**config.mk**
```make
export PLATFORM = sky130hd
export DESIGN_NAME = spi_shift_unit_flat
export DESIGN_NICKNAME = d
export VERILOG_FILES = /design/src/rtl/spi_shift_unit_pkg.sv /design/src/rtl/spi_shift_unit_if.sv /design/src/rtl/spi_shift_unit_shift_step.sv /design/src/rtl/spi_shift_unit.sv /design/src/flat_wrapper.sv
export SDC_FILE = /design/constraint.sdc
export NUM_CORES = 1
export LEC_CHECK = 0
export ABC_AREA = 1
export CORE_AREA = 2 2 67 95
export DETAILED_ROUTE_END_ITERATION = 7
export DIE_AREA = 0 0 69 97
export DONT_BUFFER_PORTS = 1
export MAX_ROUTING_LAYER = met4
export PLACE_DENSITY_LB_ADDON = 0.25
export SETUP_SLACK_MARGIN = 0.02
export SYNTH_ARGS = -nofsm -noshare
export SYNTH_HDL_FRONTEND = slang
export SYNTH_SLANG_ARGS = --single-unit
```
**constraint.sdc**
```tcl
create_clock -name i_clock -period 2 [get_ports i_clock]
set_input_delay 0.3 -clock i_clock [delete_from_list [all_inputs] [get_ports i_clock]]
set_output_delay 0.3 -clock i_clock [all_outputs]
set_load 0.02 [all_outputs]
```
**src/rtl/spi_shift_unit_pkg.sv**
```systemverilog
// Shift-unit instruction set: op-code encoding shared by the SPI front end and the datapath.
package Isa;

    localparam int OP_W = 3;

    typedef enum logic [OP_W-1:0] {
        OP_SHL = 3'd0,
        OP_SHR = 3'd1,
        OP_SAR = 3'd2,
        OP_ROL = 3'd3,
        OP_ROR = 3'd4
    } ShiftOp;

    function automatic logic op_is_valid(input logic [OP_W-1:0] op);
        return op <= 3'(OP_ROR);
    endfunction

endpackage

```
**src/rtl/spi_shift_unit_if.sv**
```systemverilog
// SPI bus bundle; the slave drives miso data plus an output enable that resolves the tri-state line.
interface Spi #(
    parameter int NSS_WIDTH = 1
);
    logic [NSS_WIDTH-1:0] nss;
    logic                 mosi;
    logic                 miso_d;
    logic                 miso_oe;
    wire                  miso;

    assign miso = miso_oe ? miso_d : 1'bz;

    modport SlaveSpi (
        input  nss,
        input  mosi,
        output miso_d,
        output miso_oe
    );

    modport MasterSpi (
        output nss,
        output mosi,
        input  miso,
        input  miso_oe
    );
endinterface

```
**src/rtl/spi_shift_unit_shift_step.sv**
```systemverilog
// Single-position shift/rotate; bit_out is the bit that leaves the word this step.
module shift_step
    import Isa::*;
#(
    parameter int WIDTH = 8
) (
    input  logic [WIDTH-1:0] word,
    input  ShiftOp           op,
    output logic [WIDTH-1:0] next_word,
    output logic             bit_out
);
    always_comb begin
        next_word = word;
        bit_out   = 1'b0;
        case (op)
            OP_SHL: begin
                next_word = {word[WIDTH-2:0], 1'b0};
                bit_out   = word[WIDTH-1];
            end
            OP_SHR: begin
                next_word = {1'b0, word[WIDTH-1:1]};
                bit_out   = word[0];
            end
            OP_SAR: begin
                next_word = {word[WIDTH-1], word[WIDTH-1:1]};
                bit_out   = word[0];
            end
            OP_ROL: begin
                next_word = {word[WIDTH-2:0], word[WIDTH-1]};
                bit_out   = word[WIDTH-1];
            end
            OP_ROR: begin
                next_word = {word[0], word[WIDTH-1:1]};
                bit_out   = word[0];
            end
            default: ;
        endcase
    end
endmodule

```
**src/rtl/spi_shift_unit.sv**
```systemverilog
// SPI slave that receives a shift request, iterates it one bit per cycle, and returns
// result/carry/zero/error after a master acknowledge.
module spi_shift_unit
    import Isa::*;
#(
    parameter int DATA_WIDTH = 8,
    parameter int NSS_INDEX  = 0
) (
    input  logic i_clock,
    input  logic i_reset,
    Spi.SlaveSpi spi,
    output logic o_busy
);
    localparam int SHAMT_W = $clog2(DATA_WIDTH);
    localparam int REQ_W   = OP_W + DATA_WIDTH + SHAMT_W;
    localparam int RSP_W   = DATA_WIDTH + 3;
    localparam int CNT_W   = $clog2(REQ_W);

    typedef enum logic [2:0] {
        IDLE,
        RECEIVE,
        COMPUTE,
        READY,
        SEND
    } state_t;

    state_t                  state_reg, state_next;
    logic [CNT_W-1:0]        cnt_reg, cnt_next;
    logic [REQ_W-1:0]        req_reg, req_next;
    logic [DATA_WIDTH-1:0]   work_reg, work_next;
    logic [RSP_W-1:0]        rsp_reg, rsp_next;
    logic                    miso_d;

    logic                    sel;
    logic [OP_W-1:0]         req_op;
    logic [DATA_WIDTH-1:0]   operand;
    logic [SHAMT_W-1:0]      shamt;
    logic [DATA_WIDTH-1:0]   step_word;
    logic                    step_bit;
    logic [DATA_WIDTH-1:0]   result_val;
    logic                    carry_val;

    assign sel     = ~spi.nss[NSS_INDEX];
    assign req_op  = req_reg[OP_W-1:0];
    assign operand = req_reg[OP_W +: DATA_WIDTH];
    assign shamt   = req_reg[OP_W+DATA_WIDTH +: SHAMT_W];

    shift_step #(
        .WIDTH(DATA_WIDTH)
    ) u_step (
        .word      (work_reg),
        .op        (ShiftOp'(req_op)),
        .next_word (step_word),
        .bit_out   (step_bit)
    );

    // Step 0 only loads the operand, so a zero shift yields the operand with no carry.
    assign result_val = (cnt_reg == '0) ? operand : step_word;
    assign carry_val  = (cnt_reg == '0) ? 1'b0 : step_bit;

    always_ff @(posedge i_clock or negedge i_reset) begin
        if (!i_reset) begin
            state_reg <= IDLE;
            cnt_reg   <= '0;
            req_reg   <= '0;
            work_reg  <= '0;
            rsp_reg   <= '0;
        end else begin
            state_reg <= state_next;
            cnt_reg   <= cnt_next;
            req_reg   <= req_next;
            work_reg  <= work_next;
            rsp_reg   <= rsp_next;
        end
    end

    always_comb begin
        state_next = state_reg;
        cnt_next   = cnt_reg;
        req_next   = req_reg;
        work_next  = work_reg;
        rsp_next   = rsp_reg;
        miso_d     = 1'b0;
        case (state_reg)
            IDLE: begin
                if (sel && spi.mosi) begin
                    state_next = RECEIVE;
                    cnt_next   = '0;
                end
            end
            RECEIVE: begin
                if (!sel) begin
                    state_next = IDLE;
                    cnt_next   = '0;
                    req_next   = '0;
                end else begin
                    req_next = {spi.mosi, req_reg[REQ_W-1:1]};
                    if (cnt_reg == CNT_W'(REQ_W - 1)) begin
                        state_next = COMPUTE;
                        cnt_next   = '0;
                    end else begin
                        cnt_next = cnt_reg + 1'b1;
                    end
                end
            end
            COMPUTE: begin
                work_next = result_val;
                cnt_next  = cnt_reg + 1'b1;
                if (!op_is_valid(req_op)) begin
                    rsp_next   = {1'b1, 1'b1, 1'b0, {DATA_WIDTH{1'b0}}};
                    state_next = READY;
                    cnt_next   = '0;
                end else if (cnt_reg == CNT_W'(shamt)) begin
                    rsp_next   = {1'b0, (result_val == '0), carry_val, result_val};
                    state_next = READY;
                    cnt_next   = '0;
                end
            end
            READY: begin
                miso_d = 1'b1;
                if (sel && spi.mosi) begin
                    state_next = SEND;
                    cnt_next   = '0;
                end
            end
            SEND: begin
                miso_d = rsp_reg[0];
                if (!sel) begin
                    state_next = IDLE;
                    cnt_next   = '0;
                    rsp_next   = '0;
                end else begin
                    rsp_next = rsp_reg >> 1;
                    if (cnt_reg == CNT_W'(RSP_W - 1)) begin
                        state_next = IDLE;
                        cnt_next   = '0;
                    end else begin
                        cnt_next = cnt_reg + 1'b1;
                    end
                end
            end
            default: state_next = IDLE;
        endcase
    end

    assign spi.miso_d  = miso_d;
    assign spi.miso_oe = sel;
    assign o_busy      = (state_reg != IDLE);
endmodule

```
**src/flat_wrapper.sv**
```systemverilog
// flat-port wrapper written by rule: the top's interface ports become plain ports
module spi_shift_unit_flat import Isa::*;
#(
    parameter int DATA_WIDTH = 8,
    parameter int NSS_INDEX  = 0
)
  (i_clock, i_reset, o_busy, spi_nss, spi_mosi, spi_miso_d, spi_miso_oe);
  Spi #(.NSS_WIDTH(2)) spi_i ();
  input  logic i_clock;
  input  logic i_reset;
  output logic o_busy;
  input wire logic [$bits(spi_i.nss)-1:0] spi_nss;
  input wire logic [$bits(spi_i.mosi)-1:0] spi_mosi;
  output wire logic [$bits(spi_i.miso_d)-1:0] spi_miso_d;
  output wire logic [$bits(spi_i.miso_oe)-1:0] spi_miso_oe;
  assign spi_i.nss = spi_nss;
  assign spi_i.mosi = spi_mosi;
  assign spi_miso_d = spi_i.miso_d;
  assign spi_miso_oe = spi_i.miso_oe;
  spi_shift_unit #(.DATA_WIDTH(DATA_WIDTH), .NSS_INDEX(NSS_INDEX)) u_core (.i_clock(i_clock), .i_reset(i_reset), .spi(spi_i), .o_busy(o_busy));
endmodule
```
==> impl_results.md, run 1 <==
- GP Congestion: between 0.8 and 0.9
- Sequential power share: between 30 and 40%
- Total power draw: ~3.5 mW
- Setup crit start kind: flip-flop
- Initial Utilization: about 40%
- Setup Viol. Count Final: 0
- Final Hold Viols: 0
- Setup bufs post-CTS: 0
- Psw: between 1.5 and 2 mW
- Synth Warn #: 0
- Final worst path period share: between 90 and 100%
- Fill count: 601
- Critical-path cell list: inv_1, ha_1, nand3_1, buf_4, inv_1, nand2_1, nand2_1, inv_1, nand2_1, nor2_1, nand3_1, a21oi_2
- Core area: 0.00578 mm²
- Vias in the first global route: around 2000
- Antenna diode count: 0
- Wirelength per Cell: 14.1 µm
- Synth Register Bits: 40
- Leakage: 1.21 nW
- Row count: 33
- Fin area: 0.00252 mm²
- Clk sinks: 40
- Slew Limit Headroom: approximately two thirds
- CTS Root Cell: clkbuf_8
- Cell Int Power: 1.92 mW
- Largest register FFs: 14
- WP buf/inv: 4
- Power density over cell area: 1390 mW/mm²
- Remaining antenna violation count: 0
- Status: complete, no violations
- Clock latency at the later pin of the worst-skew pair: 0.29 ns
- FMAX: 0.554 GHz
- Die area: 0.00669 mm²
- Worst reg2reg setup slack: between 0.15 and 0.2 ns
- Compound-Gate Fraction of Synth Area: 17.9%
- Multi-input logic area: around 0.0011 mm²
- Top-area cell type share of the netlist area: a little over two fifths
- Critical path arrival: 2.03 ns
- Main combinational cell family by area after synthesis: simple AND/OR/NAND/NOR gates
- Depth of the CTS H-tree: 2
- Gr usage total: 18.0%
- DRT Pass-1 Iters: 4
- Max Cap Violations: 0
- Clock power share: 15.9%
- Part of the power in combinational logic: 48.3%
- Placed cell count: 366
- Final min period: 1.81 ns
- Post-synthesis sequential area ratio: between 40% and 50%
- Worst EP required: around 2.2 ns
- I/O pins: 8
- Post-synthesis xor/xnor area fraction: 1.53%
- Via count: 1920
- Post-Synth Adder-Cell Area: roughly 2.2%
- Worst-Margin Slew: 0.489 ns
- Drt total wl: roughly 5300 µm
- Clock slew seen by the registers of the worst setup and hold paths: around 0.080 ns
- Share of cells above drive strength 1: between 10% and 20%
- Unique cell type count in the Yosys netlist: 31
- Grt ovf: 0
- Synth area leaders: dfrtp_1 44%, nand2_1 11%, inv_1 6.6%
- First-pass GRT wire length: between 9000 and 10000 µm
- Placement Cell Area: 0.00239 mm²
- Max IR drop VDD: 0.745 mV
- RSZ-0062 raised after global routing: false
- TNS Setup: 0 ns
- Initial antenna violation count: 0
- Die Y-Extent: 97 µm
- Clk_skew: just over 0.004 ns
- Area leader, netlist: dfrtp_1
- CP max FO: 13
- Post-Syn Nets: 305
- Worst min-delay path category: in -> reg
- Drt drc: 0
- Area delta synth->final: 9.95%
- Post-Synth Simple-Gate Area: between 20% and 30%
- Count of input and output buffers: 0
- Post-Syn Area: 0.00229 mm²
- Largest delay share family, worst path: simple AND/OR/NAND/NOR gates
- Fin. max-slew vios: 0
- Synth Instances: between 200 and 300
- Mux contribution to synthesized area: 0%
- Switch share: a little under half
- Critical-path top delay cell: dfrtp_1
- Crit end category: flip-flop
- CP peak stage delay: 0.44 ns
- Crit path kind: reg -> reg
- Register area: 0.00100 mm²
- HPWL after DPL: 3930 µm
- Maximum number of pins on one net before global-route repair: 41
- CTS Buf Count: 5
- Final cell count without fillers: 376
- Vias per Instance: 5.11
- CTS tree: yes
- Clk buf depth: 2
- Mean Syn Cell Area: 7.74 µm²
- Die Span X: 69 µm
- Iteration-0 DRC Markers: 106
- Nets@finish: between 300 and 400
-- layout by cell type (no fill, tap or decap), types with 4 or more instances in the layout --
cell type,synthesis,layout
nor2_2,5,5
nand2_1,67,67
o22ai_1,14,14
nor2_1,20,20
nand3_1,17,17
inv_1,40,40
a22oi_1,7,7
o21ai_1,6,6
a21oi_1,15,15
ha_1,4,4
dfrtp_1,40,40
buf_4,0,6
inv_2,5,5
nand2_2,5,5
clkbuf_8,0,6
xor2_1,4,4
o21ai_0,20,20
-- area by class of cell --
type	instances	share of cell area (%)
clock buffer	8	3.58
inverter	46	6.96
multi-input combinational	204	43.2
sequential	40	39.8
timing repair buffer	8	2.98
tap	70	3.48
-- through the flow --
stage	utilization, %	hold WS (ns)	worst slack [ns]
2_1_floorplan	-	0.00441	0.392
3_3_place_gp	41.3	0.00528	0.237
5_1_grt	43.5	0.221	0.0246
4_1_cts	43.4	0.200	0.189
3_5_place_dp	41.3	0.00515	0.204
6_report	43.5	0.199	0.194
-- repair_timing --
item | in CTS | in global routing
hold buffers | 2 | 0
resized for setup | 0 | 1
setup endpoints to repair | 0 | 1
endpoints found under the hold margin | 40 | 0
-- power groups by stage --
| stage | logic, mW | registers, mW | clock network, mW |
|---|---|---|---|
| 2_1_floorplan | 1.31 | 1.22 | 0 |
| 3_3_place_gp | 1.65 | 1.26 | 0 |
| 3_5_place_dp | 1.67 | 1.27 | 0 |
| 4_1_cts | 1.70 | 1.25 | 0.562 |
| 5_1_grt | 1.94 | 1.29 | 0.602 |
| 6_report | 1.69 | 1.25 | 0.556 |
-- worst paths after layout --
| kind | start | end | cells after the start |
|---|---|---|---|
| max reg2reg | u_core.cnt_reg[1]$_DFFE_PN0P_ | u_core.rsp_reg[9]$_DFFE_PN0P_ | 12 |
| min | spi_mosi | u_core.req_reg[13]$_DFFE_PN0P_ | 2 |
| min in group asynchronous | i_reset | u_core.cnt_reg[0]$_DFFE_PN0P_ | 2 |
| max | u_core.cnt_reg[1]$_DFFE_PN0P_ | u_core.rsp_reg[9]$_DFFE_PN0P_ | 12 |
| min reg2reg | u_core.rsp_reg[2]$_DFFE_PN0P_ | u_core.rsp_reg[2]$_DFFE_PN0P_ | 2 |
| max in group asynchronous | i_reset | u_core.work_reg[1]$_DFFE_PN0P_ | 2 |
-- synth_stat cells, drive strengths merged --
master	n
o21ai	26
ha	4
nand3	19
a21oi	18
nor2	28
nand2	75
inv	46
nor3	1
o31ai	1
dfrtp	40
o211ai	1
a31oi	1
a21boi	1
a32oi	1
buf	3
a22oi	7
clkbuf	3
nand3b	1
nand4	2
xor2	4
o22ai	14
-- worst reg2reg max path, cell delays in order, from the launching register on --
cell and delay [ns]:
dfrtp_1 0.44, inv_1 0.10, ha_1 0.18, nand3_1 0.08
buf_4 0.19, inv_1 0.11, nand2_1 0.10, nand2_1 0.11
inv_1 0.07, nand2_1 0.05, nor2_1 0.09, nand3_1 0.10
a21oi_2 0.12
-- routing by layer --
layer	wire, µm	global-route usage, %	vias up	share of wire (%)
li1	-	-	988	-
met1	2180	20.0	905	41
met2	2940	32.5	18	55
met3	84	2.50	9	1.6
met4	98	6.18	0	1.8
met5	0	-	-	0
-- kinds of logic (layout without fill, tap and decap cells) --
family,count (synthesis),in the layout
compound gates,70,70
fa+ha+maj,4,4
flops,40,40
buf+inv,52,62
simple gates,126,126
xor+xnor,4,4
Note: power is estimated with default switching activity, not from simulation.
==> run 2, diff against run 1 <==
CORE_AREA = 2 2 69 98   (was 2 2 67 95)
DIE_AREA = 0 0 71 100   (was 0 0 69 97)
SYNTH_HIERARCHICAL = 1   (was not set)
==> run 2 against run 1 <==
  * Clock power rose by 16%
  * Synthesized cell count rose by 12%
  * Utilization fell by 1.5 points
  * Highest routed layer unchanged
  * Sequential power fell by 4%
  * Routed wire length rose by 3.6%
  * Die area rose by 6.1%
  * Final area rose by 6.0%
  * Worst setup slack improved by 0.040 ns
  * Hold slack improved by 0.012 ns
==> impl_results.md, run 2 <==
- Max Cap Violations: 0
- Initial antenna violation count: 0
- Synth Register Bits: 40
- CP startpoint: u_core/cnt_reg[0]$_DFFE_PN0P_
- Slew Limit Headroom: 68.3%
- Worst-Margin Slew: 0.475 ns
- Leakage: 1.25 nW
- Final worst path period share: about nine tenths
- I/O pins: 8
- Final cell count without fillers: 416
- Antenna diode count: 0
- FMAX: roughly 0.57 GHz
- Fin. max-slew vios: 0
- Vias in the first global route: 1996
- Maximum number of pins on one net before global-route repair: 41
- Post-synthesis sequential area ratio: 41.3%
- Die Span X: ~70 µm
- Synth Warn #: 6
- Clk buf depth: 2
- Clk sinks: 40
- Top-area cell type share of the netlist area: 41.3%
- Commonest cells post-synth: 85 x nand2_1, 43 x inv_1, 40 x dfrtp_1
- Crit end category: flip-flop
- Share of cells above drive strength 1: between 10% and 20%
- Most frequent cells in the layout: 85 x nand2_1, 43 x inv_1, 37 x dfrtp_1
- Most common cell in the netlist: nand2_1
- Switch share: 42.8%
- Worst setup margin: 0.234 ns
- Final Hold Viols: 0
- Die area: 0.00710 mm²
- Remaining antenna violation count: 0
- Cell Int Power: 1.84 mW
- Synth area leaders: dfrtp_1 41%, nand2_1 13%, inv_1 6.7%
- First-pass GRT wire length: 9110 µm
- Gr usage total: 16.6%
- Sequential power share: 37.2%
- Fill count: 624
- Commonest non-fill, non-tap cell in the layout: nand2_1
- Main synth FF type: dfrtp_1
- Core area: between 0.006 and 0.007 mm²
- Post-synth ARST share: 100%
- EDFF count, synth: 0
- Setup crit start kind: flip-flop
- CTS Buf Count: 5
- Via count: around 2100
- Total power draw: 3.22 mW
- Iteration-0 DRC Markers: 102
- RSZ-0062 raised after global routing: false
- Grt ovf: 0
- Status: complete, no violations
- Critical path arrival: approximately 2.0 ns
- Mean Syn Cell Area: 7.30 µm²
- Setup Viol. Count Final: 0
- Worst r2r src: u_core/cnt_reg[0]$_DFFE_PN0P_
- Nets@finish: 350
- CP max FO: 13
- Count of input and output buffers: 0
- Worst min-delay path category: in -> reg
- Psw: 1.38 mW
- Area leader, netlist: dfrtp_1
- Clk_skew: 0.00716 ns
- Drt drc: 0
- Area delta synth->final: 10.1%
- Post-Syn Area: 0.00242 mm²
- Initial Utilization: 38.2%
- Depth of the CTS H-tree: 2
- Part of the power in combinational logic: 42.8%
- TNS Setup: 0 ns
- Row count: 35
- HPWL after DPL: 3960 µm
- Pre-CTS WS: 0.226 ns
- Register area: 0.00100 mm²
- Vias per Instance: 5.04
- Hold path startpoint: spi_mosi
- DRT Pass-1 Iters: 4
- Crit path kind: reg -> reg
- CTS tree: yes
- CTS Root Cell: clkbuf_8
- Synth Instances: 332
- Power density over cell area: 1210 mW/mm²
- Unique cell type count in the Yosys netlist: 27
- Drt total wl: 5490 µm
- Clock slew seen by the registers of the worst setup and hold paths: 0.08 ns
- Max IR drop VDD: 0.661 mV
- Clock power share: about 20%
- Wirelength per Cell: about 13 µm
- Clock latency at the later pin of the worst-skew pair: approximately 0.29 ns
- GP Congestion: 0.880
- Placed cell count: 405
- Final min period: between 1.5 and 2 ns
- Multi-input logic area: ~0.0012 mm²
- Largest register FFs: 14
- Die Y-Extent: 100 µm
- Post-Syn Nets: 341
- Worst EP required: 2.22 ns
run 2: cell count changes in the layout (fill, tap and decap cells not counted), sizes merged, moves of 3 or more:
cell	previous run	this run
nor2	28	35
o21ai	26	32
a22oi	7	0
nand3	19	26
nand2	75	91
inv	46	55
nand4	2	11
xor2	4	1
o22ai	14	21
a21oi	18	6
run 2: power groups by stage:
stage / Clock (mW) / Combinational, mW / Sequential (mW)
2_1_floorplan: 0 / 1.12 / 1.15
3_3_place_gp: 0 / 1.34 / 1.21
3_5_place_dp: 0 / 1.35 / 1.21
4_1_cts: 0.666 / 1.38 / 1.19
5_1_grt: 0.685 / 1.59 / 1.22
6_report: 0.646 / 1.38 / 1.20
run 2: cell families after synthesis:
kind of cell / count (synthesis) / synth area share [%]
XOR/XNOR: 1 / 0.361
adder cells (fa/ha/maj): 4 / 2.07
AND/OR/NAND/NOR: 165 / 31.3
buffers and inverters: 62 / 10.6
AO/OA/AOI/OAI: 60 / 14.4
flip-flops: 40 / 41.3
run 2: worst paths after layout:
| path | depth (start not counted) | end | slack [ns] |
|---|---|---|---|
| worst min-delay path | 2 | u_core/req_reg[13]$_DFFE_PN0P_ | 0.21 |
| max in group asynchronous | 2 | u_core/cnt_reg[0]$_DFFE_PN0P_ | 1.30 |
| worst max-delay path | 9 | u_core/rsp_reg[2]$_DFFE_PN0P_ | 0.23 |
| worst max register to register | 9 | u_core/rsp_reg[2]$_DFFE_PN0P_ | 0.23 |
| worst min register to register | 2 | u_core/work_reg[5]$_DFFE_PN0P_ | 0.51 |
| min in group asynchronous | 2 | u_core/req_reg[3]$_DFFE_PN0P_ | 0.49 |
run 2: what timing repair did:
action,4_1_cts,5_1_grt
hold endpoints to repair,40,0
resized for setup,0,4
endpoints found under the setup margin,0,1
hold buffers,2,0
setup buffers,0,1
run 2: cell type report:
| type | count | share of cell area (%) |
|---|---|---|
| tap | 74 | 3.47 |
| clock inverter | 2 | 1.31 |
| multi-input combinational | 230 | 44.0 |
| clock buffer | 6 | 2.72 |
| sequential | 40 | 37.7 |
| timing repair buffer | 9 | 3.10 |
| inverter | 55 | 7.74 |
run 2: routing by layer:
| layer | global-route usage [%] | wire length, µm | up-vias |
|---|---|---|---|
| li1 | - | - | 1097 |
| met1 | 18.7 | 2410 | 945 |
| met2 | 29.3 | 2800 | 39 |
| met3 | 2.31 | 119 | 15 |
| met4 | 7.11 | 161 | 0 |
| met5 | - | 0 | - |
run 2: metrics by stage:
stage	hold slack, ns	utilization [%]	area, µm²
3_3_place_gp	0.00568	39.5	2510
4_1_cts	0.204	41.7	2650
5_1_grt	0.215	42.0	2670
2_1_floorplan	0.00441	-	2420
6_report	0.211	42.0	2670
3_5_place_dp	0.00540	39.5	2510
run 2: worst max-delay path, cell delays in order (launching register included):
cell	delay, ns
dfrtp_2	0.46
inv_2	0.12
ha_1	0.29
nand2_4	0.15
nor2_1	0.19
a21oi_2	0.07
buf_4	0.15
o22ai_1	0.10
nand2_1	0.06
o21ai_1	0.09
==> run 3, diff against run 2 <==
CAP_MARGIN = 20   (was not set)
TNS_END_PERCENT = 10   (was not set)
==> results of run 3 <==
The final DEF is identical to that of run 2; final timing and power are the same.
